$ cat config.mk
export PLATFORM = sky130hd
export DESIGN_NAME = mini_cpu_sequencer
export DESIGN_NICKNAME = d
export VERILOG_FILES = /design/src/rtl/mini_cpu_sequencer.sv
export SDC_FILE = /design/constraint.sdc
export NUM_CORES = 1
export LEC_CHECK = 0
export ABC_CLOCK_PERIOD_IN_PS = 3000
export CORE_MARGIN = 2
export CORE_UTILIZATION = 25
export DETAILED_ROUTE_END_ITERATION = 16
export HOLD_SLACK_MARGIN = 0.12
export SYNTH_ARGS = -nofsm -noshare
export SYNTH_HDL_FRONTEND = slang
export SYNTH_SLANG_ARGS = --single-unit
$ cat constraint.sdc
create_clock -name clk -period 3 [get_ports clk]
set_input_delay 0.45 -clock clk [delete_from_list [all_inputs] [get_ports clk]]
set_output_delay 0.45 -clock clk [all_outputs]
set_load 0.05 [all_outputs]
$ cat src/rtl/mini_cpu_sequencer.sv
// -----------------------------------------------------------------------------
// mini_cpu_sequencer
//
// Instruction sequencer that sits between the board inputs and the mini CPU.
// It records up to DEPTH 18-bit instructions from the switches and replays
// them into the CPU unattended. For each instruction it presents the word on
// the instruction bus, presses and releases the send button, and then waits
// for the CPU/LCD handshake to finish. When it is not replaying, the switches
// and the button pass straight through to the CPU through one register stage.
//
// Parameters
//   DEPTH   instruction buffer entries (power of two)
//   AW      log2(DEPTH)
//   SETTLE  cycles cpu_instr is held stable before the synthetic press (>=1)
//   TIMEOUT max cycles to wait for cpu_lcd_update after the release
//
// Ports
//   clk, rst        clock; synchronous active-high reset
//   sw_in           manual instruction switches
//   man_send        manual send button, active-low
//   rec_push        pulse: append sw_in to the buffer (idle only)
//   run_start       pulse: start replay at entry 0 (idle only)
//   run_stop        pulse: stop once the current instruction completes
//   buf_clear       pulse: empty the buffer and clear the sticky flags (idle only)
//   loop_mode       1 = wrap back to entry 0 after the last entry
//   cpu_lcd_update  CPU's LCD update strobe (instruction accepted)
//   cpu_lcd_busy    LCD controller busy
//   cpu_instr       instruction bus to the CPU switch input
//   cpu_send        send button to the CPU, active-low
//   count           number of valid entries, 0..DEPTH
//   pc              entry being replayed
//   running         replay in progress (any state but IDLE)
//   overflow        sticky: push attempted while the buffer was full
//   timeout_err     sticky: CPU never answered with cpu_lcd_update
// -----------------------------------------------------------------------------
module mini_cpu_sequencer #(
  parameter int DEPTH   = 16,
  parameter int AW      = 4,
  parameter int SETTLE  = 2,
  parameter int TIMEOUT = 1023
) (
  input  logic          clk,
  input  logic          rst,
  input  logic [17:0]   sw_in,
  input  logic          man_send,
  input  logic          rec_push,
  input  logic          run_start,
  input  logic          run_stop,
  input  logic          buf_clear,
  input  logic          loop_mode,
  input  logic          cpu_lcd_update,
  input  logic          cpu_lcd_busy,
  output logic [17:0]   cpu_instr,
  output logic          cpu_send,
  output logic [AW:0]   count,
  output logic [AW-1:0] pc,
  output logic          running,
  output logic          overflow,
  output logic          timeout_err
);

  localparam int SCW = $clog2(SETTLE + 1);
  localparam int TW  = $clog2(TIMEOUT + 1);

  localparam logic [AW:0]    FULL        = (AW+1)'(DEPTH);
  localparam logic [SCW-1:0] SETTLE_LAST = SCW'(SETTLE - 1);
  localparam logic [TW-1:0]  TIMER_MAX   = TW'(TIMEOUT);

  typedef enum logic [2:0] {
    S_IDLE,
    S_PRESENT,
    S_PRESS,
    S_RELEASE,
    S_WAIT_UPD,
    S_WAIT_DONE
  } state_t;

  state_t         state, state_next;
  logic [17:0]    instr_mem [DEPTH];
  logic [AW:0]    count_next;
  logic [AW-1:0]  pc_next;
  logic           overflow_next, timeout_next;
  logic           stop_pending, stop_next;
  logic [SCW-1:0] settle_cnt, settle_next;
  logic [TW-1:0]  timer, timer_next;
  logic [17:0]    instr_next;
  logic           send_next;
  logic           wr_en;
  logic           is_last;

  assign running = (state != S_IDLE);
  assign is_last = ({1'b0, pc} == (count - (AW+1)'(1)));

  // ---------------------------------------------------------------------------
  // Next-state and next-output logic
  // ---------------------------------------------------------------------------
  always_comb begin
    // NOTE: every signal gets a default first so no path through the
    // case statement leaves one unassigned, which would infer a latch.
    state_next    = state;
    count_next    = count;
    pc_next       = pc;
    overflow_next = overflow;
    timeout_next  = timeout_err;
    stop_next     = stop_pending;
    settle_next   = settle_cnt;
    timer_next    = timer;
    wr_en         = 1'b0;

    case (state)
      S_IDLE: begin
        // Priority: clear, then start (drops a simultaneous push), then push.
        if (buf_clear) begin
          count_next    = '0;
          overflow_next = 1'b0;
          timeout_next  = 1'b0;
        end else if (run_start) begin
          if ((count != '0) && !cpu_lcd_busy) begin
            pc_next     = '0;
            settle_next = '0;
            state_next  = S_PRESENT;
          end
        end else if (rec_push) begin
          if (count == FULL) begin
            overflow_next = 1'b1;
          end else begin
            wr_en      = 1'b1;
            count_next = count + (AW+1)'(1);
          end
        end
      end

      S_PRESENT: begin
        // The counter saturates at SETTLE-1, so a busy LCD simply extends
        // the stable window until it goes idle.
        if (settle_cnt != SETTLE_LAST) begin
          settle_next = settle_cnt + SCW'(1);
        end else if (!cpu_lcd_busy) begin
          state_next = S_PRESS;
        end
      end

      S_PRESS: state_next = S_RELEASE;

      S_RELEASE: begin
        timer_next = '0;
        state_next = S_WAIT_UPD;
      end

      S_WAIT_UPD: begin
        if (cpu_lcd_update) begin
          state_next = S_WAIT_DONE;
        end else if (timer == TIMER_MAX) begin
          timeout_next = 1'b1;
          state_next   = S_IDLE;
        end else begin
          timer_next = timer + TW'(1);
        end
      end

      S_WAIT_DONE: begin
        if (!cpu_lcd_busy) begin
          if (stop_pending || run_stop) begin
            state_next = S_IDLE;
          end else if (is_last) begin
            if (loop_mode) begin
              pc_next     = '0;
              settle_next = '0;
              state_next  = S_PRESENT;
            end else begin
              state_next = S_IDLE;
            end
          end else begin
            pc_next     = pc + AW'(1);
            settle_next = '0;
            state_next  = S_PRESENT;
          end
        end
      end

      default: state_next = S_IDLE;
    endcase

    if (running && run_stop) stop_next = 1'b1;
    if (state_next == S_IDLE) stop_next = 1'b0;

    // Outputs are registered from the next state so cpu_send is a clean,
    // glitch-free level and the passthrough has a single cycle of latency.
    if (state_next == S_IDLE) begin
      instr_next = sw_in;
      send_next  = man_send;
    end else begin
      instr_next = instr_mem[pc_next];
      send_next  = (state_next != S_PRESS);
    end
  end

  // ---------------------------------------------------------------------------
  // State and control registers
  // ---------------------------------------------------------------------------
  always_ff @(posedge clk) begin
    // NOTE: non-blocking assignments keep every register sampling the values
    // from before the edge, independent of statement order.
    if (rst) begin
      state        <= S_IDLE;
      count        <= '0;
      pc           <= '0;
      overflow     <= 1'b0;
      timeout_err  <= 1'b0;
      stop_pending <= 1'b0;
      settle_cnt   <= '0;
      timer        <= '0;
      cpu_instr    <= '0;
      cpu_send     <= 1'b1;
    end else begin
      state        <= state_next;
      count        <= count_next;
      pc           <= pc_next;
      overflow     <= overflow_next;
      timeout_err  <= timeout_next;
      stop_pending <= stop_next;
      settle_cnt   <= settle_next;
      timer        <= timer_next;
      cpu_instr    <= instr_next;
      cpu_send     <= send_next;
    end
  end

  // NOTE: the instruction array has no reset; count alone defines which
  // entries are valid, so stale contents are never read as instructions.
  always_ff @(posedge clk) begin
    if (wr_en && !rst) instr_mem[count[AW-1:0]] <= sw_in;
  end

endmodule

==> results.sh <==
export IMPL_outcome="finished clean"
export IMPL_grt_pass1_vias=8413
export IMPL_intPower_w=0.00776
export IMPL_drtIter0Drc=603
export IMPL_first_pass_iters=7
export IMPL_finalWirelength_um=33600
export IMPL_cp_max_fo=10
export IMPL_grt_pass1_wl_um=51100
export IMPL_worst_slack_ns=0.0975
export IMPL_globalplace_congestion=0.800
export IMPL_worst_ep_arrival_time_ns=3.29
export IMPL_synthArstFlopShare=0
export IMPL_synth_area_um2=13600
export IMPL_die_height_um=237
export IMPL_power_density_nw_per_um2=565
export IMPL_relSlewSlack=0.539
export IMPL_cp_end_kind="flip-flop"
export IMPL_clkLatencyLatePin_ns=0.52
export IMPL_syn_nets=1078
export IMPL_regArea_um2=9580
export IMPL_cts_buffers=34
export IMPL_dp_hpwl_um=20100
export IMPL_cts_max_path_buffers=3
export IMPL_cellLeakagePower_nw=6.28
export IMPL_via_per_inst=4.49
export IMPL_wl_per_cell_um=17.8
export IMPL_pin_count=59
export IMPL_finClkSkew_ns=0.0236
export IMPL_finalHoldViolCount=0
export IMPL_fin_tns_setup_ns=0
export IMPL_yosys_warnings=0
export IMPL_post_dp_cell_area_um2=15800
export IMPL_yosysUniqueCellTypes=60
export IMPL_min_period_ns=2.90
export IMPL_fmax_ghz=0.345
export IMPL_ys_seq_area_frac=0.705
export IMPL_coreArea_um2=53700
export IMPL_synth_seq_cells=334
export IMPL_area_growth_pct=26.2
export IMPL_cts_root_buf="clkbuf_16"
export IMPL_tightest_slew_ns=0.689
export IMPL_cts_tree="done"
export IMPL_drtAntennaViolNets=0
export IMPL_clkPwrFrac=0.446
export IMPL_irDropWorstVdd_v=0.000282
export IMPL_synth_flop_cell="edfxtp_1"
export IMPL_drcViolationCount=0
export IMPL_synth_edf_count=288
export IMPL_track_usage=0.119
export IMPL_worstSetupPathType="reg -> reg"
export IMPL_grt_max_degree=33
export IMPL_crit_required_ns=3.38
export IMPL_die_area_um2=56100
export IMPL_p_comb_frac=0.030
export IMPL_layout_drive_gt1_share=0.156
export IMPL_avgSynthCellArea_um2=13.0
export IMPL_fin_nets=1206
export IMPL_whs_ns=0.478
export IMPL_cts_hold_buf=0
export IMPL_power_switching_share=0.198
export IMPL_seqPwrFrac=0.525
export IMPL_die_width_um=237
export IMPL_vias=8504
export IMPL_pre_cts_ws_ns=-0.350
export IMPL_startpoint_type="flip-flop"
export IMPL_fin_crit_sh=0.967
export IMPL_antenna_found_initial=1
export IMPL_diodes=0
export IMPL_grt_overflow=0
export IMPL_p_switching_w=0.00191
export IMPL_syn_inst=1043
export IMPL_cts_sinks=334
export IMPL_slew_viol_final=0
export IMPL_path_clk_slew_ns=0.06
export IMPL_rsz0062_at_grt="false"
export IMPL_holdCritPathClass="reg -> reg"
export IMPL_h_tree_depth=2
export IMPL_fillers=5222
export IMPL_multiInputGateArea_um2=3820
export IMPL_maxCapViolCount=0
export IMPL_final_area_um2=17100
export IMPL_num_rows=85
export IMPL_initial_core_util=0.253
export IMPL_finalSetupViolCount=0
export IMPL_portBuffers=58
## placed cells by master (no fill, tap or decap), drive strengths merged, types with 37 or more instances in the layout
cell,n
dfxtp,46
nor2,55
o211ai,37
clkbuf,45
nand3,77
clkdlybuf4s50,58
edfxtp,288
buf,91
nand2,279
mux2i,63
## kinds of logic (layout without fill, tap and decap cells)
| logic type | after synthesis | after routing | synth area share |
|---|---|---|---|
| AOI/OAI and AO/OA | 91 | 91 | 0.0545 |
| DFF | 334 | 334 | 0.705 |
| muxes | 63 | 63 | 0.0465 |
| and+or+nand+nor | 470 | 470 | 0.151 |
| xor gates and xnor gates | 15 | 15 | 0.00968 |
| buffers and inverters | 63 | 216 | 0.0263 |
| adders and majority gates | 7 | 7 | 0.00646 |
## layer usage
layer	global-route usage	up-vias	share of wire
li1	-	4073	-
met3	0.0153	52	0.033
met4	0.0361	0	0.021
met1	0.152	4225	0.44
met2	0.210	154	0.51
met5	0	-	0
## metrics by stage
step                total power [W]  utilization  cells
floorplan                   0.00528            -   1043
global placement            0.00546        0.294   1823
detailed placement          0.00546        0.294   1823
CTS                         0.00977        0.318   1888
global route                0.00993        0.319   1892
finish                      0.00967        0.319   1892
## path summary, 6_finish.rpt
kind	start	endpoint	slack (ns)	cells past startpoint
worst max register to register	state[2]	cpu_instr[13]	0.1	11
worst min-delay path	overflow	overflow	0.48	2
worst min register to register	overflow	overflow	0.48	2
worst max-delay path	state[2]	cpu_instr[13]	0.1	11
## cells in the mapped netlist (2+ instances only)
library cell / instances / area, um2
nand3_1: 77 / 385
nand4_1: 20 / 125
nor3_1: 9 / 45.0
nand2b_1: 3 / 18.8
o211ai_1: 36 / 270
xnor2_1: 7 / 61.3
buf_4: 10 / 75.1
buf_1: 2 / 7.51
o2111ai_1: 17 / 149
a211oi_1: 2 / 15.0
a21o_1: 2 / 15.0
xor2_1: 8 / 70.1
nand4b_1: 2 / 17.5
clkbuf_1: 26 / 97.6
buf_6: 2 / 22.5
inv_1: 4 / 15.0
nor4_1: 2 / 12.5
a31o_2: 2 / 17.5
mux2i_1: 63 / 631
and4b_1: 2 / 20.0
a32oi_2: 3 / 48.8
buf_8: 3 / 45.0
and3_1: 3 / 18.8
a21oi_1: 9 / 45.0
a22oi_1: 2 / 15.0
nor2b_1: 7 / 43.8
edfxtp_1: 288 / 8650
nand2_1: 279 / 1050
a31oi_1: 2 / 12.5
o21ai_0: 4 / 20.0
dfxtp_1: 46 / 921
buf_2: 14 / 70.1
ha_1: 7 / 87.6
nor2_1: 54 / 203
## area by class of cell
| type | instances | area share |
|---|---|---|
| Inverter | 5 | 0.00110 |
| Clock inverter | 16 | 0.0121 |
| Clock buffer | 45 | 0.0539 |
| Tap cell | 696 | 0.0509 |
| Multi-Input combinational cell | 646 | 0.223 |
| Timing Repair Buffer | 150 | 0.0995 |
| Sequential cell | 334 | 0.559 |
## sequential cells by signal (all words and copies together) (netlist names), 2 cells and up
register,cells
instr_mem,288
cpu_instr,18
timer,10
count,5
pc,4
state,3
settle_cnt,2
## what timing repair did
item	in CTS	in global routing
setup buffers	3	4
gates resized for setup	10	8
endpoints found under the hold margin	0	0
endpoints found under the setup margin	17	18
pin swaps	2	9
cloned	1	0
## power groups by stage
stage	clock [W]	combinational [W]	sequential [W]
2_1_floorplan	0	0.0000538	0.00523
3_3_place_gp	0	0.000279	0.00518
3_5_place_dp	0	0.000285	0.00518
4_1_cts	0.00440	0.000286	0.00508
5_1_grt	0.00455	0.000307	0.00508
6_report	0.00431	0.000287	0.00508
## worst max-delay path, cell delays in order (launching register included)
cell	delay (ns)
dfxtp_1	0.33
nor3_4	0.25
inv_2	0.09
or4_4	0.57
buf_6	0.16
a32oi_4	0.23
buf_12	0.16
bufbuf_16	0.29
mux2i_1	0.19
mux2i_1	0.11
o2111ai_2	0.26
nand4_1	0.13
(Power assumes the default switching activity.)
